<file path="src/rtl/huff_coef_unpack_pkg.sv">
// Shared constants for the coefficient unpack stage.
//   COEF_W_DEF : default coefficient width
//   NCOMP_DEF  : default number of DC predictors
//   ZZ_NAT     : zigzag index -> natural (row-major) address
package huff_coef_unpack_pkg;

  localparam int unsigned COEF_W_DEF = 16;
  localparam int unsigned NCOMP_DEF  = 3;
  localparam int unsigned POS_W      = 7;

  localparam logic [5:0] ZZ_NAT [64] = '{
    6'd0,  6'd1,  6'd8,  6'd16, 6'd9,  6'd2,  6'd3,  6'd10,
    6'd17, 6'd24, 6'd32, 6'd25, 6'd18, 6'd11, 6'd4,  6'd5,
    6'd12, 6'd19, 6'd26, 6'd33, 6'd40, 6'd48, 6'd41, 6'd34,
    6'd27, 6'd20, 6'd13, 6'd6,  6'd7,  6'd14, 6'd21, 6'd28,
    6'd35, 6'd42, 6'd49, 6'd56, 6'd57, 6'd50, 6'd43, 6'd36,
    6'd29, 6'd22, 6'd15, 6'd23, 6'd30, 6'd37, 6'd44, 6'd51,
    6'd58, 6'd59, 6'd52, 6'd45, 6'd38, 6'd31, 6'd39, 6'd46,
    6'd53, 6'd60, 6'd61, 6'd54, 6'd47, 6'd55, 6'd62, 6'd63
  };

endpackage

</file>
<file path="src/rtl/huff_coef_unpack_if.sv">
// Bus between HuffDecoder/IDCT side (master) and the unpack stage (slave).
//   symbol side : sym_valid, huff_size, data_zero, data_len, data_stream,
//                 data_type, quan_tb_sel, clr_pred -> ; <- stall, err
//   reader side : rd_addr, blk_release -> ; <- blk_valid, blk_comp, blk_qtb, rd_data
interface huff_coef_unpack_if
  import huff_coef_unpack_pkg::*;
#(
  parameter int unsigned COEF_W = COEF_W_DEF
);
  logic              sym_valid;
  logic [3:0]        huff_size;
  logic [3:0]        data_zero;
  logic [3:0]        data_len;
  logic [31:0]       data_stream;
  logic [1:0]        data_type;
  logic              quan_tb_sel;
  logic              clr_pred;
  logic              stall;
  logic              blk_valid;
  logic [1:0]        blk_comp;
  logic              blk_qtb;
  logic [5:0]        rd_addr;
  logic [COEF_W-1:0] rd_data;
  logic              blk_release;
  logic              err;

  modport master (
    output sym_valid, huff_size, data_zero, data_len, data_stream, data_type,
           quan_tb_sel, clr_pred, rd_addr, blk_release,
    input  stall, blk_valid, blk_comp, blk_qtb, rd_data, err
  );

  modport slave (
    input  sym_valid, huff_size, data_zero, data_len, data_stream, data_type,
           quan_tb_sel, clr_pred, rd_addr, blk_release,
    output stall, blk_valid, blk_comp, blk_qtb, rd_data, err
  );
endinterface

</file>
<file path="src/rtl/huff_coef_extend.sv">
// Magnitude-bit extraction after the Huffman code plus JPEG EXTEND.
//   i_huff_size   : code length minus 1
//   i_data_len    : magnitude bit count (0..15)
//   i_data_stream : window, MSB first, aligned at the code start
//   o_coef_c      : sign-extended value (combinational)
module huff_coef_extend
  import huff_coef_unpack_pkg::*;
#(
  parameter int unsigned COEF_W = COEF_W_DEF
) (
  input  logic [3:0]        i_huff_size,
  input  logic [3:0]        i_data_len,
  input  logic [31:0]       i_data_stream,
  output logic [COEF_W-1:0] o_coef_c
);
  logic [4:0]  w_shamt;
  logic [15:0] w_hi;
  logic [15:0] w_raw;
  logic [15:0] w_mask;
  logic [15:0] w_top;
  logic [15:0] w_v;

  // Drop the code, keep the top 16 bits, right-align data_len of them.
  assign w_shamt = 5'(i_huff_size) + 5'd1;
  assign w_hi    = 16'((i_data_stream << w_shamt) >> 16);
  assign w_raw   = w_hi >> (5'd16 - 5'(i_data_len));

  // w_mask = 2^len-1; w_top isolates the value MSB (both 0 when len==0).
  assign w_mask  = 16'((17'd1 << i_data_len) - 17'd1);
  assign w_top   = w_mask ^ (w_mask >> 1);
  assign w_v     = ((w_raw & w_top) == 16'd0) ? (w_raw - w_mask) : w_raw;

  assign o_coef_c = COEF_W'($signed(w_v));
endmodule

</file>
<file path="src/rtl/huff_coef_unpack.sv">
// Coefficient unpack: DC prediction, run/size expansion, zigzag-to-natural
// writes into a ping-pong pair of 64-entry block buffers.
//   clk, rst   : clock, async active-low reset
//   bus.slave  : symbol input, stall/err, block read port
module huff_coef_unpack
  import huff_coef_unpack_pkg::*;
#(
  parameter int unsigned COEF_W = COEF_W_DEF,
  parameter int unsigned NCOMP  = NCOMP_DEF
) (
  input logic               clk,
  input logic               rst,
  huff_coef_unpack_if.slave bus
);
  logic [POS_W-1:0]  r_pos;
  logic              r_wr_bank;
  logic              r_rd_bank;
  logic [1:0]        r_full;
  logic [COEF_W-1:0] r_pred [NCOMP];
  logic [63:0]       r_mask [2];
  logic [COEF_W-1:0] r_mem  [2][64];
  logic [1:0]        r_bank_comp [2];
  logic              r_bank_qtb  [2];
  logic              r_blk_valid;
  logic [1:0]        r_blk_comp;
  logic              r_blk_qtb;
  logic [COEF_W-1:0] r_rd_data;
  logic              r_err;

  logic [COEF_W-1:0] w_v;
  logic [COEF_W-1:0] w_pred_sel;
  logic [COEF_W-1:0] w_dc;
  logic              w_stall, w_go, w_is_dc, w_dc_wr, w_ac, w_eob, w_zrl, w_rel, w_pred_ok;
  logic              w_ovf, w_wr_ac, w_finish, w_we, w_rd_bank_nxt;
  logic [POS_W-1:0]  w_p, w_pos_nxt;
  logic [1:0]        w_full_nxt;
  logic [5:0]        w_waddr;
  logic [COEF_W-1:0] w_wdata;

  huff_coef_extend #(.COEF_W(COEF_W)) u_extend (
    .i_huff_size   (bus.huff_size),
    .i_data_len    (bus.data_len),
    .i_data_stream (bus.data_stream),
    .o_coef_c      (w_v)
  );

  assign w_stall   = r_full[0] & r_full[1];
  assign w_go      = bus.sym_valid & ~w_stall;
  assign w_is_dc   = (r_pos == '0);
  assign w_dc_wr   = w_go & w_is_dc;
  assign w_ac      = w_go & ~w_is_dc;
  assign w_eob     = (bus.data_len == 4'd0) && (bus.data_zero == 4'd0);
  assign w_zrl     = (bus.data_len == 4'd0) && (bus.data_zero == 4'd15);
  assign w_rel     = bus.blk_release & r_blk_valid;
  assign w_pred_ok = (32'(bus.data_type) < NCOMP);

  // A restart pulse or an unpredicted component forces a zero predictor.
  assign w_pred_sel = (bus.clr_pred || !w_pred_ok) ? '0 : r_pred[bus.data_type];
  assign w_dc       = w_pred_sel + w_v;

  // Symbol decode, bank flag update and the single RAM write port.
  always_comb begin
    w_p           = w_zrl ? (r_pos + 7'd16) : (r_pos + 7'(bus.data_zero));
    w_ovf         = 1'b0;
    w_wr_ac       = 1'b0;
    w_finish      = 1'b0;
    w_pos_nxt     = r_pos;
    w_full_nxt    = r_full;
    w_rd_bank_nxt = r_rd_bank ^ w_rel;
    w_we          = 1'b0;
    w_waddr       = '0;
    w_wdata       = w_v;

    if (w_dc_wr) begin
      w_pos_nxt = 7'd1;
      w_we      = 1'b1;
      w_wdata   = w_dc;
    end else if (w_ac) begin
      if (w_eob) begin
        w_finish = 1'b1;
      end else if (w_p > 7'd63) begin
        w_ovf    = 1'b1;
        w_finish = 1'b1;
      end else if (w_zrl) begin
        w_pos_nxt = w_p;
      end else begin
        w_wr_ac   = 1'b1;
        w_we      = 1'b1;
        w_waddr   = ZZ_NAT[w_p[5:0]];
        w_pos_nxt = w_p + 7'd1;
        w_finish  = (w_p == 7'd63);
      end
      if (w_finish) w_pos_nxt = '0;
    end

    if (w_rel)    w_full_nxt[r_rd_bank] = 1'b0;
    if (w_finish) w_full_nxt[r_wr_bank] = 1'b1;
  end

  // Control state, predictors, valid masks and registered outputs.
  always_ff @(posedge clk or negedge rst) begin
    if (!rst) begin
      r_pos       <= '0;
      r_wr_bank   <= 1'b0;
      r_rd_bank   <= 1'b0;
      r_full      <= '0;
      r_mask[0]   <= '0;
      r_mask[1]   <= '0;
      r_bank_comp[0] <= '0;
      r_bank_comp[1] <= '0;
      r_bank_qtb[0]  <= 1'b0;
      r_bank_qtb[1]  <= 1'b0;
      r_blk_valid <= 1'b0;
      r_blk_comp  <= '0;
      r_blk_qtb   <= 1'b0;
      r_rd_data   <= '0;
      r_err       <= 1'b0;
      for (int unsigned k = 0; k < NCOMP; k++) r_pred[k] <= '0;
    end else begin
      r_pos       <= w_pos_nxt;
      r_full      <= w_full_nxt;
      r_rd_bank   <= w_rd_bank_nxt;
      r_blk_valid <= w_full_nxt[w_rd_bank_nxt];
      r_blk_comp  <= w_full_nxt[w_rd_bank_nxt] ? r_bank_comp[w_rd_bank_nxt] : '0;
      r_blk_qtb   <= w_full_nxt[w_rd_bank_nxt] & r_bank_qtb[w_rd_bank_nxt];
      if (w_finish) r_wr_bank <= ~r_wr_bank;
      if ((bus.sym_valid && w_stall) || w_ovf) r_err <= 1'b1;

      if (bus.clr_pred) begin
        for (int unsigned k = 0; k < NCOMP; k++) r_pred[k] <= '0;
      end
      // The mask is cleared when the DC lands, not at finish, so a bank
      // still awaiting release is never wiped.
      if (w_dc_wr) begin
        if (w_pred_ok) r_pred[bus.data_type] <= w_dc;
        r_mask[r_wr_bank]      <= 64'd1;
        r_bank_comp[r_wr_bank] <= bus.data_type;
        r_bank_qtb[r_wr_bank]  <= bus.quan_tb_sel;
      end
      if (w_wr_ac) r_mask[r_wr_bank][w_waddr] <= 1'b1;

      r_rd_data <= r_mask[r_rd_bank][bus.rd_addr] ? r_mem[r_rd_bank][bus.rd_addr] : '0;
    end
  end

  // Block RAM storage; entries are qualified by the valid mask.
  always_ff @(posedge clk) begin
    if (w_we) r_mem[r_wr_bank][w_waddr] <= w_wdata;
  end

  assign bus.stall     = w_stall;
  assign bus.blk_valid = r_blk_valid;
  assign bus.blk_comp  = r_blk_comp;
  assign bus.blk_qtb   = r_blk_qtb;
  assign bus.rd_data   = r_rd_data;
  assign bus.err       = r_err;
endmodule

</file>
<file path="src/flat_wrapper.sv">
// flat-port wrapper written by rule: the top's interface ports become plain ports
module huff_coef_unpack_flat import huff_coef_unpack_pkg::*;
#(
  parameter int unsigned COEF_W = COEF_W_DEF,
  parameter int unsigned NCOMP  = NCOMP_DEF
)
  (clk, rst, bus_sym_valid, bus_huff_size, bus_data_zero, bus_data_len, bus_data_stream, bus_data_type, bus_quan_tb_sel, bus_clr_pred, bus_rd_addr, bus_blk_release, bus_stall, bus_blk_valid, bus_blk_comp, bus_blk_qtb, bus_rd_data, bus_err);
  huff_coef_unpack_if #(.COEF_W(COEF_W)) bus_i ();
  input logic clk;
  input logic rst;
  input wire logic [$bits(bus_i.sym_valid)-1:0] bus_sym_valid;
  input wire logic [$bits(bus_i.huff_size)-1:0] bus_huff_size;
  input wire logic [$bits(bus_i.data_zero)-1:0] bus_data_zero;
  input wire logic [$bits(bus_i.data_len)-1:0] bus_data_len;
  input wire logic [$bits(bus_i.data_stream)-1:0] bus_data_stream;
  input wire logic [$bits(bus_i.data_type)-1:0] bus_data_type;
  input wire logic [$bits(bus_i.quan_tb_sel)-1:0] bus_quan_tb_sel;
  input wire logic [$bits(bus_i.clr_pred)-1:0] bus_clr_pred;
  input wire logic [$bits(bus_i.rd_addr)-1:0] bus_rd_addr;
  input wire logic [$bits(bus_i.blk_release)-1:0] bus_blk_release;
  output wire logic [$bits(bus_i.stall)-1:0] bus_stall;
  output wire logic [$bits(bus_i.blk_valid)-1:0] bus_blk_valid;
  output wire logic [$bits(bus_i.blk_comp)-1:0] bus_blk_comp;
  output wire logic [$bits(bus_i.blk_qtb)-1:0] bus_blk_qtb;
  output wire logic [$bits(bus_i.rd_data)-1:0] bus_rd_data;
  output wire logic [$bits(bus_i.err)-1:0] bus_err;
  assign bus_i.sym_valid = bus_sym_valid;
  assign bus_i.huff_size = bus_huff_size;
  assign bus_i.data_zero = bus_data_zero;
  assign bus_i.data_len = bus_data_len;
  assign bus_i.data_stream = bus_data_stream;
  assign bus_i.data_type = bus_data_type;
  assign bus_i.quan_tb_sel = bus_quan_tb_sel;
  assign bus_i.clr_pred = bus_clr_pred;
  assign bus_i.rd_addr = bus_rd_addr;
  assign bus_i.blk_release = bus_blk_release;
  assign bus_stall = bus_i.stall;
  assign bus_blk_valid = bus_i.blk_valid;
  assign bus_blk_comp = bus_i.blk_comp;
  assign bus_blk_qtb = bus_i.blk_qtb;
  assign bus_rd_data = bus_i.rd_data;
  assign bus_err = bus_i.err;
  huff_coef_unpack #(.COEF_W(COEF_W), .NCOMP(NCOMP)) u_core (.clk(clk), .rst(rst), .bus(bus_i));
endmodule
</file>
<file path="config.mk">
export PLATFORM = sky130hd
export DESIGN_NAME = huff_coef_unpack_flat
export DESIGN_NICKNAME = d
export VERILOG_FILES = /design/src/rtl/huff_coef_unpack_pkg.sv /design/src/rtl/huff_coef_unpack_if.sv /design/src/rtl/huff_coef_extend.sv /design/src/rtl/huff_coef_unpack.sv /design/src/flat_wrapper.sv
export SDC_FILE = /design/constraint.sdc
export NUM_CORES = 2
export LEC_CHECK = 0
export CORE_MARGIN = 2
export CORE_UTILIZATION = 50
export DETAILED_ROUTE_END_ITERATION = 12
export PLACE_DENSITY = 0.65
export SETUP_SLACK_MARGIN = 0.1
export SYNTH_ARGS = -nofsm -noshare
export SYNTH_HDL_FRONTEND = slang
export SYNTH_SLANG_ARGS = --single-unit
</file>
<file path="constraint.sdc">
create_clock -name clk -period 16.7 [get_ports clk]
set_input_delay 1.67 -clock clk [delete_from_list [all_inputs] [get_ports clk]]
set_output_delay 1.67 -clock clk [all_outputs]
set_load 0.02 [all_outputs]
</file>
==> metrics.txt <==
outcome completed; number of enable flip-flop cells after synthesis between 2000 and 2500; post-CTS setup repair buffer count 0; Initial Utilization 50.2%; Final setup viols 0; DRT iter0 DRCs about 6000; DP HPWL around 140000 um; gr usage total between 20 and 30%; kind of critical path input pin to flip-flop; Post-Syn Nets roughly 4900; clk slew on worst S/H paths 0.06 ns; Rows 159; Vias 49000; Avg Cell Area, Syn a little under 20 um^2; Internal between 10 and 15 mW; routed len/inst about 32 um; Fin Setup TNS 0 ns; ys async rst share 9.46%; gpl congestion 0.871; Fmax about 86 MHz; PwrDens 163 mW/mm^2; First-pass DRT Iterations 6; fraction of layout cells with a size suffix above 1 28.3%; Num CTS Buffers 220; Slew Viols, Final 0; clock sink count 2262; HP Class flip-flop to flip-flop; Worst-Margin Slew approximately 1.3 ns; Via-to-Cell Ratio 6.40; Die ar. around 0.19 mm^2; top-count cell post-synth edfxtp_1; Clock Latency Late Sink around 0.87 ns; top post-synthesis cells by area edfxtp_1, mux4_2, dfrtp_1; Slew HR between 10% and 20%; non-filler cells, final roughly 7600; post-route cell area between 0.1 and 0.15 mm^2; Arr. time, crit path ~12 ns; global route overflow 0; Post-synth top cells edfxtp_1, mux4_2, nor2_1, dfrtp_1, clkbuf_1; peak supply drop between 0.00015 and 0.0002 V; Yosys top cell area share roughly two thirds; CP required ~17 ns; Critical Path Start Type input pin; Yosys warnings 0; Die X-Extent ~440 um; period utilization between 60% and 70%; Net count, final between 5000 and 6000; IO buf count slightly below 80; post-cts resize count 0; TritonCTS clock tree built; Placed Area a little under 0.1 mm^2; Critical Path End Type flip-flop; area delta synth->final 13.1%; Die H approximately 440 um; initial antenna violation count 13; Clock Tree Root clkbuf_16; slowest cell on the critical path a2111oi_1; leading area contributor after synthesis edfxtp_1; skew final 0.0395 ns; Clock Path Buffers 3; Routed Antenna Nets 0; net switching power roughly 5.3 mW; part of the power in registers a little over two fifths; final hold vios 0; CP max FO 80; synthesized area roughly 0.094 mm^2; Gate power share between 20% and 30%; Largest stage delay, worst path about 0.98 ns; register area share after synthesis a little under three quarters; Mapped Cells approximately 4700; min Tclk post-route around 12 ns; Yosys cell types slightly below 90; CORE AREA 0.187 mm^2; vias in the first global route 48800; leakage power approximately 36 nW; Filler cells between 10000 and 15000; Detailed Route WL approximately 240000 um; maxcap violations 0; IO Pins 80; H-tree levels 4; sw frac 30.5%; remaining routing DRC violations 0; Clk network pwr share 29.1%; FF+latch count, synth 2262; largest net degree at the start of global routing ~130; dominant synthesized flop cell edfxtp_1; first-pass GRT wire length around 350000 um; RSZ-0062 raised after global routing no; Crit path top cell by count a21oi_1; Inst Count DP 7235; hold buffer count at CTS 0
-- cell usage in the layout, fill, tap and decap left out, drive strengths merged, types with 10 or more instances in the layout --
cell type,count
edfxtp,2048
mux4,738
clkbuf,273
nor2,266
dfrtp,214
buf,200
nand2,143
o21ai,121
a21o,118
clkinv,99
mux2i,92
a21oi,84
clkdlybuf4s50,72
inv,62
ha,59
nand3b,52
nor3,44
xnor2,36
nand3,35
mux2,32
bufinv,30
nand2b,26
a31oi,25
a211oi,24
nor2b,21
or2,18
xor2,17
nor4,16
o21a,13
or3,12
o31ai,12
o211ai,12
and3,11
and2,10
-- per-stage QoR --
stage                     util [%]  hold slack, ns  setup WS (ns)  power, mW
after floorplan                  -           0.432           2.22       10.7
after global placement        52.8           0.453           4.52       12.3
after detailed placement      52.8           0.460           4.29       12.4
after CTS                     56.7           0.474           5.20       17.4
after global routing          56.7           0.478           4.23       18.0
final                         56.7           0.472           5.08       17.3
-- layout make-up --
class / instances / area, um^2 / area share [%]
clock inverters: 136 / 1590 / 1.50
inverters: 59 / 221 / 0.209
multi-input cells: 2147 / 26300 / 24.8
flip-flops and latches: 2262 / 66900 / 63.0
repair buffers: 272 / 2320 / 2.18
diodes: 5 / 12.5 / 0.0118
well taps: 2495 / 3120 / 2.94
clock buffers: 273 / 5780 / 5.44
-- cells by family (layout without fill, tap and decap cells) --
group	after synthesis	after routing	share of synthesized area, %
muxes	862	862	19.1
xor gates and xnor gates	53	53	0.518
adders and majority gates	63	63	0.861
buffers and inverters	339	740	1.43
AOI/OAI and AO/OA	495	495	3.53
and+or+nand+nor	674	674	3.39
other	0	5	0
DFF	2262	2262	71.2
-- worst paths after layout --
kind	from	endpoint	slack (ns)	cells past startpoint
hold reg to reg	u_core.r_mask[62]	u_core.r_mask[62]	0.47	1
hold / removal	u_core.r_mask[62]	u_core.r_mask[62]	0.47	1
max in group asynchronous	rst	u_core.r_mask[69]	13.62	3
setup reg to reg	u_core.r_pos[0]	u_core.r_mem[1][535]	10.05	13
min in group asynchronous	rst	u_core.r_pos[5]	0.83	1
setup / recovery	bus_huff_size[1]	u_core.r_mem[0][445]	5.08	30
-- layer usage --
layer  wire length [um]  share of wire, %  GRT usage [%]
met1             102000                42           37.6
met2             115000                48           39.5
met3              18600               7.7           4.39
met4               5860               2.4           6.62
met5                 13            0.0054              0
-- power by group through the flow --
stage | clock network (mW) | registers, mW | logic (mW)
after detailed placement | 0 | 7.70 | 4.71
final | 5.03 | 7.59 | 4.69
after global placement | 0 | 7.68 | 4.63
after global routing | 5.32 | 7.62 | 5.04
after floorplan | 0 | 7.80 | 2.95
after CTS | 5.10 | 7.59 | 4.72
-- critical path, delay by kind of cell --
kind,cells,cell delay [ns]
buffers and inverters,4,2.22
multiplexers,2,0.88
AND/OR/NAND/NOR,5,1.22
AO/OA/AOI/OAI,16,5.03
adder cells (fa/ha/maj),2,0.83
XOR/XNOR,1,0.16
-- sequential cells by signal, summed over array words and instances (netlist names) --
register,flops
u_core.bus.err,1
u_core.r_wr_bank,1
u_core.r_pos,7
u_core.r_mask,128
u_core.r_bank_comp,4
u_core.r_bank_qtb,2
u_core.r_pred,48
u_core.r_rd_bank,1
u_core.bus.rd_data,16
u_core.r_mem,2048
u_core.bus.blk_qtb,1
u_core.bus.blk_valid,1
u_core.r_full,2
u_core.bus.blk_comp,2
(Power assumes the default switching activity.)
